<file path="src/rtl/img_pkg.sv">
// Shared image-pipeline constants, row/address types and the window FSM state set.
package img_pkg;

   localparam int unsigned ROW_W  = 64;
   localparam int unsigned ADDR_W = 7;
   localparam int unsigned N_ROWS = 128;

   typedef logic [ROW_W-1:0]  row_t;
   typedef logic [ADDR_W-1:0] addr_t;

   typedef enum logic [2:0] {
      S_IDLE,
      S_PRIME0,
      S_PRIME1,
      S_EMIT,
      S_FETCH,
      S_DONE
   } win_state_t;

endpackage

</file>
<file path="src/rtl/rom_row_window.sv">
// Streams the image ROM one row per fetch and presents a zero-padded 3-row
// sliding window (top/mid/bot) to the morphological filter with valid/ready.
module rom_row_window #(
   parameter int unsigned      ROW_W   = 64,
   parameter int unsigned      ADDR_W  = 7,
   parameter int unsigned      N_ROWS  = 128,
   parameter logic [ROW_W-1:0] PAD_VAL = '0
) (
   input  logic              clk,
   input  logic              rst,
   input  logic              start,
   output logic              busy,
   output logic              done,
   output logic              rom_rd_req,
   output logic [ADDR_W-1:0] rom_addr,
   input  logic [ROW_W-1:0]  rom_data,
   output logic              win_valid,
   input  logic              win_ready,
   output logic [ROW_W-1:0]  win_top,
   output logic [ROW_W-1:0]  win_mid,
   output logic [ROW_W-1:0]  win_bot,
   output logic [ADDR_W-1:0] win_row
);

   import img_pkg::*;

   // Last row index, at both the counter width and the widened compare width.
   localparam logic [ADDR_W-1:0] LAST_ROW  = ADDR_W'(N_ROWS - 1);
   localparam logic [ADDR_W:0]   LAST_ROWW = (ADDR_W+1)'(N_ROWS - 1);

   win_state_t          r_state;
   logic                r_busy;
   logic                r_done;
   logic                r_rd_req;
   logic [ADDR_W-1:0]   r_addr;
   logic                r_valid;
   logic [ROW_W-1:0]    r_top;
   logic [ROW_W-1:0]    r_mid;
   logic [ROW_W-1:0]    r_bot;
   logic [ADDR_W-1:0]   r_row;

   // row+2 carried one bit wider so the look-ahead never wraps at N_ROWS = 2**ADDR_W.
   logic [ADDR_W:0]     w_row_p2;

   assign w_row_p2 = {1'b0, r_row} + (ADDR_W+1)'(2);

   // Window FSM; every output is registered alongside the state it belongs to,
   // so the ROM request/address are set up on the transition into PRIME/FETCH.
   always_ff @(posedge clk or negedge rst) begin
      if (!rst) begin
         r_state  <= S_IDLE;
         r_busy   <= 1'b0;
         r_done   <= 1'b0;
         r_rd_req <= 1'b0;
         r_addr   <= '0;
         r_valid  <= 1'b0;
         r_top    <= '0;
         r_mid    <= '0;
         r_bot    <= '0;
         r_row    <= '0;
      end else begin
         case (r_state)
            S_IDLE: begin
               if (start) begin
                  r_state  <= S_PRIME0;
                  r_busy   <= 1'b1;
                  r_rd_req <= 1'b1;
                  r_addr   <= '0;
               end
            end

            S_PRIME0: begin
               r_mid    <= rom_data;
               r_top    <= PAD_VAL;
               r_row    <= '0;
               r_state  <= S_PRIME1;
               r_rd_req <= 1'b1;
               r_addr   <= ADDR_W'(1);
            end

            S_PRIME1: begin
               r_bot    <= rom_data;
               r_state  <= S_EMIT;
               r_rd_req <= 1'b0;
               r_addr   <= '0;
               r_valid  <= 1'b1;
            end

            S_EMIT: begin
               if (win_ready) begin
                  r_valid <= 1'b0;
                  if (r_row == LAST_ROW) begin
                     r_state <= S_DONE;
                     r_done  <= 1'b1;
                  end else begin
                     r_state <= S_FETCH;
                     // Past the last row the next bot is padding, so no ROM read is issued.
                     if (w_row_p2 <= LAST_ROWW) begin
                        r_rd_req <= 1'b1;
                        r_addr   <= w_row_p2[ADDR_W-1:0];
                     end
                  end
               end
            end

            S_FETCH: begin
               r_top    <= r_mid;
               r_mid    <= r_bot;
               r_bot    <= r_rd_req ? rom_data : PAD_VAL;
               r_row    <= r_row + ADDR_W'(1);
               r_state  <= S_EMIT;
               r_rd_req <= 1'b0;
               r_addr   <= '0;
               r_valid  <= 1'b1;
            end

            S_DONE: begin
               r_done  <= 1'b0;
               r_busy  <= 1'b0;
               r_state <= S_IDLE;
            end

            default: begin
               r_state  <= S_IDLE;
               r_busy   <= 1'b0;
               r_done   <= 1'b0;
               r_rd_req <= 1'b0;
               r_addr   <= '0;
               r_valid  <= 1'b0;
            end
         endcase
      end
   end

   assign busy       = r_busy;
   assign done       = r_done;
   assign rom_rd_req = r_rd_req;
   assign rom_addr   = r_addr;
   assign win_valid  = r_valid;
   assign win_top    = r_top;
   assign win_mid    = r_mid;
   assign win_bot    = r_bot;
   assign win_row    = r_row;

endmodule
</file>
<file path="config.mk">
export PLATFORM = sky130hd
export DESIGN_NAME = rom_row_window
export DESIGN_NICKNAME = d
export VERILOG_FILES = /design/src/rtl/img_pkg.sv /design/src/rtl/rom_row_window.sv
export SDC_FILE = /design/constraint.sdc
export NUM_CORES = 1
export LEC_CHECK = 0
export CORE_ASPECT_RATIO = 1.75
export CORE_MARGIN = 2
export CORE_UTILIZATION = 50
export DETAILED_ROUTE_END_ITERATION = 8
export GPL_ROUTABILITY_DRIVEN = 0
export PLACE_DENSITY = 0.89
export RECOVER_POWER = 50
export SLEW_MARGIN = 10
export SYNTH_ARGS = -nofsm -noshare
export SYNTH_HDL_FRONTEND = slang
export SYNTH_SLANG_ARGS = --single-unit
</file>
<file path="constraint.sdc">
create_clock -name clk -period 4.6 [get_ports clk]
set_input_delay 1.38 -clock clk [delete_from_list [all_inputs] [get_ports clk]]
set_output_delay 1.38 -clock clk [all_outputs]
set_load 0.01 [all_outputs]
</file>
==> results of run 1 <==
[worst max-delay path: cells and delay by family (launching register included)]
kind            cells  cell delay (ns)
flops               1             0.61
simple gates        2             0.79
buf+inv             1             1.27
compound gates      2             0.34
[cells in the final DEF, fill, tap and decap left out, types with 3 or more instances in the layout]
cell / synthesis / final
nor2_1: 72 / 72
nand3_1: 6 / 6
ha_1: 3 / 3
o21ai_0: 10 / 10
nor2b_1: 3 / 3
clkdlybuf4s50_1: 0 / 274
clkbuf_1: 27 / 3
inv_1: 3 / 3
a31oi_1: 64 / 64
buf_4: 9 / 7
dfrtp_1: 213 / 213
xor2_1: 4 / 4
a22o_1: 65 / 65
nand2_1: 267 / 266
clkbuf_16: 0 / 19
bufinv_16: 0 / 4
clkbuf_8: 0 / 5
o2bb2ai_1: 6 / 6
a21oi_1: 70 / 70
[final cells by class]
class	count	area share
Antenna cell	2	0.000409
Clock buffer	23	0.0434
Clock inverter	7	0.0113
Inverter	3	0.000921
Multi-Input combinational cell	599	0.250
Sequential cell	213	0.436
Tap cell	227	0.0232
Timing Repair Buffer	290	0.235
[routing by layer]
layer,vias up,global-route usage
li1,3492,-
met1,3847,0.330
met2,342,0.502
met3,72,0.0454
met4,2,0.132
met5,-,0
[stage by stage]
stage          hold slack, ns  cell area (um2)   util
3_5_place_dp            0.480            11600  0.681
2_1_floorplan           0.522             8720      -
5_1_grt                 0.514            12200  0.718
3_3_place_gp            0.475            11600  0.681
6_report                0.497            12200  0.718
4_1_cts                 0.503            12300  0.720
[power by group]
part | switching (mW) | internal (mW) | total (mW)
clock network | 0.686 | 1.04 | 1.73
registers | 0.720 | 2.74 | 3.46
logic | 2.13 | 2.21 | 4.35
[flip-flops by register name (all words and copies together), names as in the netlist, 3 cells and up]
signal and count:
win_bot 64, win_mid 64, win_top 64, rom_addr 7, win_row 7, r_state 3
[kinds of logic after synthesis]
| family | synth area share |
|---|---|
| buf+inv | 0.0385 |
| compound gates | 0.177 |
| xor+xnor | 0.00502 |
| simple gates | 0.163 |
| fa+ha+maj | 0.00431 |
| mux | 0.00115 |
| flops | 0.611 |
[path summary, 6_finish.rpt]
check | startpoint | endpoint | slack [ns] | cells past startpoint
max in group asynchronous | rst | win_top[17]$_DFFE_PN0P_ | 1.74 | 2
max reg2reg | r_state[2]$_DFFE_PN0P_ | win_row[5]$_DFFE_PN0P_ | 1.46 | 5
min reg2reg | win_top[36]$_DFFE_PN0P_ | win_top[36]$_DFFE_PN0P_ | 0.50 | 1
min in group asynchronous | rst | busy$_DFFE_PN0P_ | 1.00 | 1
min | win_top[36]$_DFFE_PN0P_ | win_top[36]$_DFFE_PN0P_ | 0.50 | 1
max | r_state[2]$_DFFE_PN0P_ | win_row[5]$_DFFE_PN0P_ | 1.46 | 5
==> summary.txt, run 1 <==
Clock network
  – Total CTS buffers: 19
  – Worst-path clk slew: 0.07 ns
  – Clk_lat worst skew: 0.49 ns
  – Clk sink count: 213
  – Post-cts resize count: 0
  – Hold Buf Count CTS: 0
  – H-tree depth: 1
  – Post-CTS Setup Bufs: 0
  – Max Root-Sink Buffers: 3
  – CTS root buf: clkbuf_16
  – CTS tree: yes

Synth
  – Synth top area share: 0.611
  – Post-synth EDFFs: 0
  – Yosys reg bits: 213
  – Post-synth top flop: dfrtp_1
  – Synth Cell Area: 0.00872 mm2
  – Synth area leader: dfrtp_1
  – Sequential fraction of the synthesis area: 0.611
  – Most common cell in the netlist: nand2_1
  – Syn avg cell area: 9.89 um2
  – Synth Net Count: 953
  – Synth Instances: 882
  – Fraction of registers with async set/reset: 1.00
  – Synth cell types: 42
  – Synth top area cells: dfrtp_1 61%, nand2_1 11%, a22o_1 6.5%, a31oi_1 4.6%, a21oi_1 4.0%
  – Yosys Warn Count: 0
  – Synth top cells by count: 267 x nand2_1, 213 x dfrtp_1, 72 x nor2_1

Min path
  – Worst Hold Class: register to register

Route
  – Drt wl/cell: 19.6 um
  – Total number of vias: 7755
  – Average vias per placed instance: 5.69
  – DRC viols: 0
  – Metal-1 WL: 9480 um
  – Initial drt markers: 389
  – Antenna Violating Nets Remaining: 0
  – Met2 routed WL: 14200 um
  – Initial DRT Pass Iterations: 5
  – Routed met3 length: 1750 um
  – Final wirelength: 26700 um
  – Highest Signal Layer: met5

Timing
  – Slew Viols, Final: 137
  – Slew @ Worst Pin: 1.61 ns
  – Layout Skew: 0.00969 ns
  – Final setup violation count: 0
  – Fmax: 318 MHz
  – Slew headroom: -0.0728
  – Setup TNS: 0 ns
  – Post-layout minimum cycle time: 3.14 ns
  – Hold Vio Cnt, Final: 0
  – RSZ-0062 raised after global routing: false
  – Setup ws final: 1.46 ns
  – Period utilisation layout: 0.683

Setup path
  – Crit path max fanout: 70
  – Worst EP required: 4.96 ns
  – CP Data Arrival Time: 3.50 ns
  – Crit Path Class: register to register
  – Max incr delay on CP: 1.27 ns
  – Critical path cell sequence: nor3b_1, clkbuf_2, nand3_1, o211ai_1, o31ai_1
  – Endpoint type of the worst setup path: register
  – Startpoint types: register
  – Slowest-stage cell, CP: clkbuf_2

Layout
  – # nets final: 1197
  – Footprint of the multi-input gates: 0.00306 mm2
  – Finished Layout Cells: 1364
  – Share of layout cells above drive strength 1: 0.0414
  – Layout area overhead: 40.2%
  – Filler Cells Inserted: 1209
  – FF/Latch Area: 0.00533 mm2

Pwr
  – VDD IR max: 0.000433 V
  – P_leak: 5.44 nW
  – Total power: 9.54 mW
  – Pwr Density: 780 mW/mm2

Placement
  – Buffers on Ports: 277
  – Placed cells: 1332
  – Placed wire-length estimate: 17600 um
  – Place WS: 1.58 ns

Floorplan
  – Initial core utilization: 0.512
  – Die X: 104 um
  – Die footprint: 0.0186 mm2
  – Core area: 0.0170 mm2
  – Std cell rows: 63
  – Chip Height: 179 um
  – Top Ports: 278

Outcome
  – Outcome: finished with violations
  – Failing checks: capacitance limit, slew limit

Job
  – Max-cap violations: 2

GRT
  – Initial antenna violation count: 2
  – GRT Overall Usage: 0.280
  – Vias in the first global route: 7543
  – Global-route wire length before repair: 41500 um
  – Gr ovfl total: 0
  – Largest net degree at the start of global routing: 111
Power figures use the tool's default switching activity.
==> inputs of run 2 (changes only) <==
--- a/config.mk
+++ b/config.mk
@@ -7,10 +7,10 @@
 export LEC_CHECK = 0
 export CORE_ASPECT_RATIO = 1.75
 export CORE_MARGIN = 2
-export CORE_UTILIZATION = 50
+export CORE_UTILIZATION = 47
 export DETAILED_ROUTE_END_ITERATION = 8
 export GPL_ROUTABILITY_DRIVEN = 0
-export PLACE_DENSITY = 0.89
+export PLACE_DENSITY = 0.85
 export RECOVER_POWER = 50
 export SLEW_MARGIN = 10
 export SYNTH_ARGS = -nofsm -noshare
==> constraint.sdc (replaced) <==
create_clock -name clk -period 3.1 [get_ports clk]
set_input_delay 0.93 -clock clk [delete_from_list [all_inputs] [get_ports clk]]
set_output_delay 0.93 -clock clk [all_outputs]
set_load 0.01 [all_outputs]
==> run 2 against run 1 <==
Sequential power rose by 49%. The run still ends with capacitance limit, slew limit left. Power increased by 49%. Die area up 6.2%. Critical path type unchanged. Count of clock-buffer cells in the layout is 3 higher. Wire length fell by 1.8%. Sequential cell count is the same. Highest routed layer unchanged. Via count about the same. Largest cell class unchanged. Sequential share of layout area decreased by 0.37 points. Non-clock buffer count up 5.
==> summary.txt, run 2 (synthesized netlist as in run 1, its figures left out) <==
Pwr
  – VDD IR max: 0.000751 V (was 0.000433 V)
  – Pwr Density: 1150 mW/mm2 (was 780 mW/mm2)
  – P_leak: 5.49 nW (was 5.44 nW)

Timing
  – Layout Skew: 0.00750 ns (was 0.00969 ns)
  – Period utilisation layout: 0.862 (was 0.683)
  – Slew Viols, Final: 67 (was 137)
  – Hold Vio Cnt, Final: 0 (unchanged)
  – RSZ-0062 raised after global routing: false (unchanged)
  – Slew @ Worst Pin: 1.78 ns (was 1.61 ns)
  – Post-layout minimum cycle time: 2.67 ns (was 3.14 ns)
  – Fmax: 374 MHz (was 318 MHz)
  – Slew headroom: -0.188 (was -0.0728)
  – Final setup violation count: 0 (unchanged)
  – WHS: 0.497 ns (about the same)
  – Setup TNS: 0 ns (unchanged)

Setup path
  – CP Data Arrival Time: 3.01 ns (was 3.50 ns)
  – Endpoint type of the worst setup path: register (unchanged)
  – Worst path top cell family by delay: simple AND/OR/NAND/NOR gates (was buffers and inverters)
  – Startpoint types: register (unchanged)
  – WP buf/inv: 1 (unchanged)
  – Worst EP required: 3.43 ns (was 4.96 ns)
  – Crit Path Class: register to register (unchanged)
  – Critical path cell sequence: nor2b_1, nand2_1, buf_12, nand2_1, a31oi_1 (was nor3b_1, clkbuf_2, nand3_1, o211ai_1, o31ai_1)
  – Slowest-stage cell, CP: nand2_1 (was clkbuf_2)
  – Max incr delay on CP: 0.81 ns (was 1.27 ns)
  – Crit path max fanout: 35 (was 70)
  – Crit-path most repeated cell: nand2_1

Floorplan
  – Top Ports: 278 (unchanged)
  – Core area: 0.0181 mm2 (was 0.0170 mm2)
  – Die footprint: 0.0197 mm2 (was 0.0186 mm2)
  – Chip Height: 184 um (was 179 um)
  – Std cell rows: 65 (was 63)
  – Initial core utilization: 0.481 (was 0.512)
  – Die X: 107 um (was 104 um)

Route
  – Total number of vias: 7757 (was 7755)
  – Final wirelength: 26300 um (was 26700 um)
  – Drt wl/cell: 19.0 um (was 19.6 um)
  – DRC viols: 0 (unchanged)
  – Initial DRT Pass Iterations: 6 (was 5)
  – Average vias per placed instance: 5.61 (was 5.69)
  – Antenna Violating Nets Remaining: 0 (unchanged)
  – Initial drt markers: 396 (was 389)

Outcome
  – Failing checks: capacitance limit, slew limit (unchanged)
  – Outcome: finished with violations (unchanged)

Clock network
  – Clk_lat worst skew: 0.49 ns (about the same)
  – Hold Buf Count CTS: 0 (unchanged)
  – Post-cts resize count: 0 (unchanged)
  – CTS root buf: clkbuf_16 (unchanged)
  – Total CTS buffers: 20 (was 19)
  – Max Root-Sink Buffers: 3 (unchanged)
  – Post-CTS Setup Bufs: 0 (unchanged)
  – CTS tree: yes (unchanged)
  – Clk sink count: 213 (unchanged)
  – Worst-path clk slew: 0.06 ns (was 0.07 ns)
  – H-tree depth: 1 (unchanged)

Layout
  – Layout area overhead: 41.4% (was 40.2%)
  – Filler Cells Inserted: 1364 (was 1209)
  – Most frequent cells in the layout: 274 x clkdlybuf4s50_1, 267 x nand2_1, 213 x dfrtp_1, 72 x nor2_1, 70 x a21oi_1 (was 274 x clkdlybuf4s50_1, 266 x nand2_1, 213 x dfrtp_1, 72 x nor2_1, 70 x a21oi_1)
  – Finished Layout Cells: 1383 (was 1364)
  – Commonest non-fill, non-tap cell in the layout: clkdlybuf4s50_1 (unchanged)
  – Share of layout cells above drive strength 1: 0.0498 (was 0.0414)
  – # nets final: 1203 (was 1197)
  – Final core utilization: 0.680 (was 0.718)

GRT
  – Initial antenna violation count: 5 (was 2)
  – Vias in the first global route: 7501 (was 7543)
  – GRT Overall Usage: 0.262 (was 0.280)
  – Gr ovfl total: 0 (unchanged)
  – Global-route wire length before repair: 40700 um (was 41500 um)
  – Largest net degree at the start of global routing: 69 (was 111)

Placement
  – Placed wire-length estimate: 17700 um (was 17600 um)
  – Buffers on Ports: 277 (unchanged)
  – Placed cells: 1344 (was 1332)

Job
  – Max-cap violations: 1 (was 2)

Min path
  – Worst Hold Class: register to register (unchanged)
-- run 2: changes by cell type in the layout (fill, tap and decap cells not counted), moves of 2 or more --
cell       delta
buf_4         +4
diode_2       +2
clkbuf_2      +2
clkbuf_16     +2
buf_12        +2
clkinv_2      +2
clkbuf_8      -3
-- run 2: through the flow --
step	worst slack, ns	area, um2	power, mW
after global placement	0.579	11700	11.4
after CTS	0.527	12300	14.3
final	0.427	12300	14.2
after global routing	0.235	12300	15.0
after detailed placement	0.522	11700	11.6
after floorplan	1.25	8720	8.04
-- run 2: final timing paths --
path	startpoint	endpoint	slack, ns	cells past startpoint
min	win_top[41]$_DFFE_PN0P_	win_top[41]$_DFFE_PN0P_	0.50	1
min in group asynchronous	rst	busy$_DFFE_PN0P_	0.91	1
max reg2reg	r_state[0]$_DFFE_PN0P_	win_mid[4]$_DFFE_PN0P_	0.43	5
max	r_state[0]$_DFFE_PN0P_	win_mid[4]$_DFFE_PN0P_	0.43	5
max in group asynchronous	rst	win_top[50]$_DFFE_PN0P_	0.67	2
min reg2reg	win_top[41]$_DFFE_PN0P_	win_top[41]$_DFFE_PN0P_	0.50	1
-- run 2: power breakdown --
group	switching [mW]	leakage, nW	total [mW]	internal (mW)
Combinational	3.12	2.43	6.45	3.33
Sequential	1.08	2.72	5.15	4.07
Clock	1.05	0.335	2.59	1.54
Total	5.26	5.49	14.2	8.93
-- run 2: layer usage --
metal  share of wire  up-vias  global-route usage  routed length [um]
li1                -     3521                   -                   -
met1            0.36     3792               0.306                9370
met2            0.52      352               0.457               13700
met3           0.062       90              0.0428                1620
met4           0.060        2               0.138                1580
met5         0.00061        -                   0                  16
-- run 2: worst register-to-register path, delay by kind of cell, from the launching register on --
kind / cells / cell delay [ns]
AOI/OAI and AO/OA: 1 / 0.08
DFF: 1 / 0.65
and+or+nand+nor: 3 / 1.27
buffers and inverters: 1 / 0.52
-- run 2: area by class of cell --
type | count | area (um2) | share of cell area
antenna | 4 | 10.0 | 0.000812
clock buffer | 26 | 564 | 0.0458
clock inverter | 9 | 125 | 0.0101
inverter | 3 | 11.3 | 0.000913
multi-input combinational | 599 | 3070 | 0.249
sequential | 213 | 5330 | 0.432
tap | 234 | 293 | 0.0237
timing repair buffer | 295 | 2930 | 0.238
